[config.mk]
export PLATFORM = sky130hd
export DESIGN_NAME = fetch_decode_ctrl
export DESIGN_NICKNAME = d
export VERILOG_FILES = /design/src/rtl/fetch_decode_ctrl.sv
export SDC_FILE = /design/constraint.sdc
export NUM_CORES = 1
export LEC_CHECK = 0
export BUFFER_PORTS_ARGS = -buffer_cell sky130_fd_sc_hd__buf_4
export CAP_MARGIN = 10
export CORE_MARGIN = 2
export CORE_UTILIZATION = 25
export CTS_BUF_LIST = sky130_fd_sc_hd__clkbuf_16
export DETAILED_ROUTE_END_ITERATION = 8
export PLACE_DENSITY = 0.6
export SETUP_SLACK_MARGIN = 0.5
export SYNTH_ARGS = -nofsm -noshare
export SYNTH_HDL_FRONTEND = slang
export SYNTH_SLANG_ARGS = --single-unit
[constraint.sdc]
create_clock -name CLK -period 3.1 [get_ports CLK]
set_input_delay 0.155 -clock CLK [delete_from_list [all_inputs] [get_ports CLK]]
set_output_delay 0.155 -clock CLK [all_outputs]
set_load 0.05 [all_outputs]
[src/rtl/fetch_decode_ctrl.sv]
// Front-end control slice: fetch PC register, PC+4 adder, opcode decode,
// Decode-stage branch resolution and the D->E control pipeline register.
// Latency: PCSRC_D/PCBRANCH_D/PCPLUS4_F are combinational; *_E one cycle after INSTR_D.
// Backpressure: STALL freezes PC_F and the *_E register; FLUSH_E loads a bubble and beats STALL.
//
// Ports:
//   CLK, RESET (async, active-high)
//   STALL, FLUSH_E, INSTR_D, PCPLUS4_D, RD1_D, RD2_D
//   PC_F, PCPLUS4_F, PCSRC_D, PCBRANCH_D
//   REG_WRITE_E, MEM_TO_REG_E, MEM_WRITE_E, ALU_SRC_E, REG_DST_E, ALU_CONTROL_E, ILLEGAL_E
//
// Build option: define VECTOR_OPS_EN to allow vector R-type ops (ALU_CONTROL[3] = VEC).
// Without it, an R-type with VEC=1 is reported as illegal.
module fetch_decode_ctrl #(
  parameter int WIDTH = 32
) (
  input  logic             CLK,
  input  logic             RESET,
  input  logic             STALL,
  input  logic             FLUSH_E,
  input  logic [31:0]      INSTR_D,
  input  logic [WIDTH-1:0] PCPLUS4_D,
  input  logic [WIDTH-1:0] RD1_D,
  input  logic [WIDTH-1:0] RD2_D,
  output logic [WIDTH-1:0] PC_F,
  output logic [WIDTH-1:0] PCPLUS4_F,
  output logic             PCSRC_D,
  output logic [WIDTH-1:0] PCBRANCH_D,
  output logic             REG_WRITE_E,
  output logic             MEM_TO_REG_E,
  output logic             MEM_WRITE_E,
  output logic             ALU_SRC_E,
  output logic             REG_DST_E,
  output logic [3:0]       ALU_CONTROL_E,
  output logic             ILLEGAL_E
);

  typedef struct packed {
    logic       reg_write;
    logic       mem_to_reg;
    logic       mem_write;
    logic       alu_src;
    logic       reg_dst;
    logic [3:0] alu_control;
    logic       illegal;
  } ctrl_t;

  localparam logic [5:0] OP_RTYPE = 6'b000000;
  localparam logic [5:0] OP_ADDI  = 6'b000001;
  localparam logic [5:0] OP_LW    = 6'b000010;
  localparam logic [5:0] OP_SW    = 6'b000011;
  localparam logic [5:0] OP_BEQ   = 6'b000100;

  logic [5:0]       op;
  logic [2:0]       shift;
  logic             vec;
  logic [15:0]      imm;
  logic [WIDTH-1:0] imm_sext;
  logic             branch;
  logic             equal;
  ctrl_t            dec;
  ctrl_t            ctrl_e;
  logic             unused_instr_bits;

  assign op    = INSTR_D[31:26];
  assign shift = INSTR_D[3:1];
  assign vec   = INSTR_D[0];
  assign imm   = INSTR_D[15:0];

  // Register-field bits are consumed by the register file, not by this slice.
  assign unused_instr_bits = ^INSTR_D[25:16];

  // Control unit
  always_comb begin
    dec    = '0;
    branch = 1'b0;
    case (op)
      OP_RTYPE: begin
`ifdef VECTOR_OPS_EN
        dec.reg_write   = 1'b1;
        dec.reg_dst     = 1'b1;
        dec.alu_control = {vec, shift};
`else
        // Vector ops not built in: reject outright so nothing gets written.
        if (vec) begin
          dec.illegal = 1'b1;
        end else begin
          dec.reg_write   = 1'b1;
          dec.reg_dst     = 1'b1;
          dec.alu_control = {1'b0, shift};
        end
`endif
      end
      OP_ADDI: begin
        dec.reg_write = 1'b1;
        dec.alu_src   = 1'b1;
      end
      OP_LW: begin
        dec.reg_write  = 1'b1;
        dec.mem_to_reg = 1'b1;
        dec.alu_src    = 1'b1;
      end
      OP_SW: begin
        dec.mem_write = 1'b1;
        dec.alu_src   = 1'b1;
      end
      OP_BEQ: begin
        branch          = 1'b1;
        dec.alu_control = 4'b0001;
      end
      default: dec.illegal = 1'b1;
    endcase
  end

  // Branch resolution in Decode
  assign imm_sext   = {{(WIDTH-16){imm[15]}}, imm};
  assign equal      = (RD1_D == RD2_D);
  assign PCSRC_D    = branch & equal;
  assign PCBRANCH_D = PCPLUS4_D + (imm_sext << 2);

  // Fetch PC; carry out of the adder is dropped so the PC wraps.
  assign PCPLUS4_F = PC_F + WIDTH'(4);

  always_ff @(posedge CLK or posedge RESET) begin
    if (RESET) begin
      PC_F <= '0;
    end else if (!STALL) begin
      PC_F <= PCSRC_D ? PCBRANCH_D : PCPLUS4_F;
    end
  end

  // D->E control register
  always_ff @(posedge CLK or posedge RESET) begin
    if (RESET) begin
      ctrl_e <= '0;
    end else if (FLUSH_E) begin
      ctrl_e <= '0;
    end else if (!STALL) begin
      ctrl_e <= dec;
    end
  end

  assign REG_WRITE_E   = ctrl_e.reg_write;
  assign MEM_TO_REG_E  = ctrl_e.mem_to_reg;
  assign MEM_WRITE_E   = ctrl_e.mem_write;
  assign ALU_SRC_E     = ctrl_e.alu_src;
  assign REG_DST_E     = ctrl_e.reg_dst;
  assign ALU_CONTROL_E = ctrl_e.alu_control;
  assign ILLEGAL_E     = ctrl_e.illegal;

endmodule

# == Word-level counts from Yosys, hierarchy flattened ==
# Index checks and enable logic that the tools add are counted.
# word_totals
ff_bits,42
# classes
n_addsub,2
n_eq_ne,6
n_reduce_logical,4
bitwise_logic,1
muxes,14
# ops
cell,count
$add A32 B3 Y32 const B,1
$add A32 B32 Y32,1
$eq A32 B32 Y1,1
$mux W32,1
$mux W10,2
$eq A6 B2 Y1 const B,2
$pmux W4 S2,1
$mux W1,7
$eq A6 B1 Y1 const B,1
$eq A6 B3 Y1 const B,1
$logic_not A6 Y1,1
$mux W5,1
$pmux W1 S2,2
$reduce_or A4 Y1,1
$reduce_or A3 Y1,1
$ne A2 B1 Y1 const B,1
$reduce_or A2 Y1,1
$and A1 B1 Y1,1

# == Longest topological paths before layout ==
# logic_depth
ltp_word,5
ltp_mapped,11

# == Least setup slack after synthesis ==
# Ideal clock, no wire load.
# synth_timing
kind,register to register
startpoint,reg PC_F[2]
endpoint,reg PC_F[24]
path_stages_with_launch,10
period_less_slack_ns,3.134
path_slack_ns,-0.034
t_arrival_ns,3.066
n_path_buf,0
cell_sequence,dfrtp_1 -> ha_1 -> nand3_1 -> nor2_2 -> and2_1 -> and3_1 -> nand2_1 -> xnor2_1 -> or3_1 -> o221a_2
# synth_via
elab_chain_len,2
# synth_rtl
element,line,text
from (decl),25,"output logic [WIDTH-1:0] PC_F,"
from (signal assigned),128,PC_F <= PCSRC_D ? PCBRANCH_D : PCPLUS4_F;
$add A32 B3 Y32,122,assign PCPLUS4_F = PC_F + WIDTH'(4);
net PCPLUS4_F[24],26,"output logic [WIDTH-1:0] PCPLUS4_F,"
$mux W32,128,
# The timed path passes the listed nets, and every way through them passes these cells.
# A chain may end at the register's enable or synchronous reset.

# == Final worst setup path ==
# layout_timing
startpoint,in INSTR_D[0]
endpoint,out PCBRANCH_D[28]
# layout_via
elab_chain_len,1
# layout_rtl
element,line,text
from (decl),21,"input logic [31:0] INSTR_D,"
$add A32 B32 Y32,119,assign PCBRANCH_D = PCPLUS4_D + (imm_sext << 2);
to (decl),28,"output logic [WIDTH-1:0] PCBRANCH_D,"
# No other way between the ends.

==> summary.md <==
| Metric | Value |
|---|---|
| Outcome | `complete, no violations` |
| Sequential share of power | `0.199` |
| Top FF cell, synth | `dfrtp_1` |
| Worst hold path class | `input port to flop` |
| Sw Ratio | `0.5301` |
| RSZ-0062 raised after global routing | `true` |
| Setup_tns | `0 ns` |
| Die height | `~140 um` |
| Global-route wire length before repair | `27.64 mm` |
| Wire length per cell | `about 18 um` |
| Vias | `~5200` |
| Top Ports | `around 240` |
| Die area | `a little under 20000 sq um` |
| Post-synthesis cell count | `roughly 570` |
| Final hold slack | `a little over 0.09 ns` |
| IO buf count | `about 230` |
| Placed insts | `slightly above 1000` |
| Hpwl dp | `between 10 and 15 mm` |
| Largest net degree at the start of global routing | `37` |
| Number of CTS-inserted buffers | `5` |
| Least-Margin Pin Slew | `roughly 0.63 ns` |
| Core area | `18150 sq um` |
| Flops & latches, synth | `41` |
| Post-Syn Area | `4662 sq um` |
| Crit. End Element | `output port` |
| CTS tree | `done` |
| Combinational share of power | `0.673` |
| Min Tclk post-route | `between 2 and 3 ns` |
| Post-synthesis sequential area ratio | `0.2201` |
| Synthesis-to-layout area growth | `61.73%` |
| Post-Syn Area per Cell | `approximately 8.2 sq um` |
| Max_slew headroom | `0.5824` |
| Clock share of power | `0.128` |
| Cell Pwr Density | `between 500 and 600 nW/um^2` |
| P_int | `roughly 1.9 mW` |
| Clock Pin Slew Worst Setup and Hold Paths | `about 0.060 ns` |
| Pleak | `about 3.4 nW` |
| Die W | `~140 um` |
| Finished Layout Cells | `1043` |
| Final period util | `0.8359` |
| Worst-path maximum fanout | `4` |
| Async S/R FF share, synth | `1.000` |
| DRT iter0 DRCs | `233` |
| DR vias/cell | `between 5 and 6` |
| Crit path launch type | `input port` |
| RePlAce Congestion | `0.8507` |
| Clk_skew | `0.002375 ns` |
| CTS sink count | `slightly above 40` |
| Post-layout nets | `976` |
| Initial core utilization | `0.2569` |
| DRC errors left | `0` |
| Max-Cap Viols | `0` |
| VDD IR max | `roughly 0.00036 V` |
| Fin. Hold Viols | `0` |
| Post-route ant nets | `0` |
| Critical path type | `input port to output port` |
| Unique masters post-synth | `about 80` |
| Vias in the first global route | `approximately 5200` |
| EDFF count, synth | `0` |
| Drt total wl | `around 18 mm` |
| Fmax | `385.9 MHz` |
| Final setup fails | `0` |
| CTS root buffer | `clkbuf_16` |
| Syn_nets | `between 700 and 800` |
| FP Rows | `49` |
| WP data required | `roughly 2.9 ns` |
| Antenna cells | `0` |
| NetSw | `about 2.1 mW` |
| Initial antenna violation count | `0` |
| Synth Warn # | `0` |
| Share of layout cells above drive strength 1 | `0.4545` |
| Arr. time, crit path | `between 2 and 2.5 ns` |
| GRT Overall Usage | `0.1762` |
| Setup slack at placement | `approximately 0.040 ns` |
| Grt ovf | `0` |
| Clock latency on the worst-skew pair | `0.29 ns` |
| DR pass1 iterations | `4` |
| H-tree depth | `2` |
| Final Worst Setup Slack | `just over 0.5 ns` |
| Clock Tree Buf Depth | `2` |
| Fin. max-slew vios | `0` |
[synthesized netlist by cell type (13+ instances only)]
cell,number,area [sq um]
a21o_1,13,97.59
a21oi_1,44,220.2
dfrtp_1,41,1026
ha_1,30,375.4
inv_1,17,63.81
nand2_1,43,161.4
nand3_1,29,145.1
nand4_1,24,150.1
nor2_1,52,195.2
o21ai_0,23,115.1
xnor2_1,72,630.6
xor2_1,17,148.9
[area by class of cell]
| class | count | area [sq um] |
|---|---|---|
| clock buffers | 5 | 125.1 |
| clock inverters | 3 | 11.26 |
| fillers | 1812 | 10610 |
| inverters | 18 | 67.56 |
| multi-input cells | 482 | 3949 |
| flip-flops and latches | 41 | 1037 |
| well taps | 229 | 286.5 |
| repair buffers | 265 | 2063 |
[power groups by stage]
| stage | sequential [mW] | combinational, mW | clock (mW) |
|---|---|---|---|
| 4_1_cts | 0.788 | 2.62 | 0.532 |
| 3_5_place_dp | 0.795 | 2.53 | 0 |
| 2_1_floorplan | 1.06 | 1.46 | 0 |
| 3_3_place_gp | 0.794 | 2.53 | 0 |
| 5_1_grt | 0.811 | 2.82 | 0.545 |
| 6_report | 0.794 | 2.69 | 0.510 |
[placed cells by master (no fill, tap or decap), drive strengths merged, types with 8 or more instances in the layout]
cell type	synthesis	layout
buf	8	264
xnor2	72	72
nor2	53	53
a21oi	46	46
nand2	43	43
dfrtp	41	41
ha	30	30
nand3	29	29
o21ai	26	26
nand4	24	24
inv	17	20
xor2	17	17
a21o	14	14
and3	13	13
nor3	9	9
mux2i	8	8
[per-layer routing]
metal	vias up	wire [um]	global-route usage	part of all wire
met1	2447	7980	0.2244	0.43
met4	0	329	0.05421	0.018
li1	2563	-	-	-
met2	212	8939	0.3075	0.48
met3	20	1226	0.02667	0.066
met5	-	0	0	0
[per-stage QoR]
stage / cell area, sq um / power (mW) / utilization
after floorplan: 4964 / 2.519 / -
after detailed placement: 6893 / 3.328 / 0.3798
final: 7540 / 3.991 / 0.4155
after global routing: 7540 / 4.173 / 0.4155
after global placement: 6893 / 3.319 / 0.3798
after CTS: 7316 / 3.940 / 0.4031
[worst paths after layout]
path                       slack, ns        from  depth (start not counted)             end
setup / recovery                0.51  INSTR_D[0]                         14  PCBRANCH_D[28]
hold / removal                  0.09     FLUSH_E                          2       ALU_SRC_E
setup reg to reg                0.61     PC_F[2]                          9        PC_F[30]
hold reg to reg                 0.50   REG_DST_E                          1       REG_DST_E
max in group asynchronous       1.87       RESET                          4         PC_F[6]
min in group asynchronous       0.51       RESET                          3        PC_F[31]
[timing repair]
item,in CTS,in global routing
setup buffers,8,10
resized for setup,46,33
hold buffers,1,0
endpoints found under the setup margin,24,22
hold endpoints to repair,25,0
pin swaps,20,25
[sequential cells by signal, indices dropped and copies added (netlist names)]
register,flops
ALU_CONTROL_E,3
ALU_SRC_E,1
ILLEGAL_E,1
MEM_TO_REG_E,1
MEM_WRITE_E,1
PC_F,32
REG_DST_E,1
REG_WRITE_E,1
[cells by family after synthesis]
kind of cell | Yosys count | share of synthesized area
compound gates | 148 | 0.2238
flops | 41 | 0.2201
fa+ha+maj | 31 | 0.08481
simple gates | 201 | 0.2182
buf+inv | 44 | 0.05824
other cells | 1 | 0.0008044
mux | 12 | 0.02684
xor+xnor | 89 | 0.1672
[worst max-delay path, stage by stage]
cell and delay [ns]:
buf_6 0.08, ha_4 0.13, inv_2 0.03, fa_2 0.36, nor2b_4 0.16, o2111ai_4 0.16, a211oi_2 0.25, buf_4 0.17
o31ai_4 0.05, buf_6 0.13, o211ai_1 0.16, o211ai_1 0.21, xnor2_4 0.20, buf_6 0.18
Note: power is estimated with default switching activity, not from simulation.
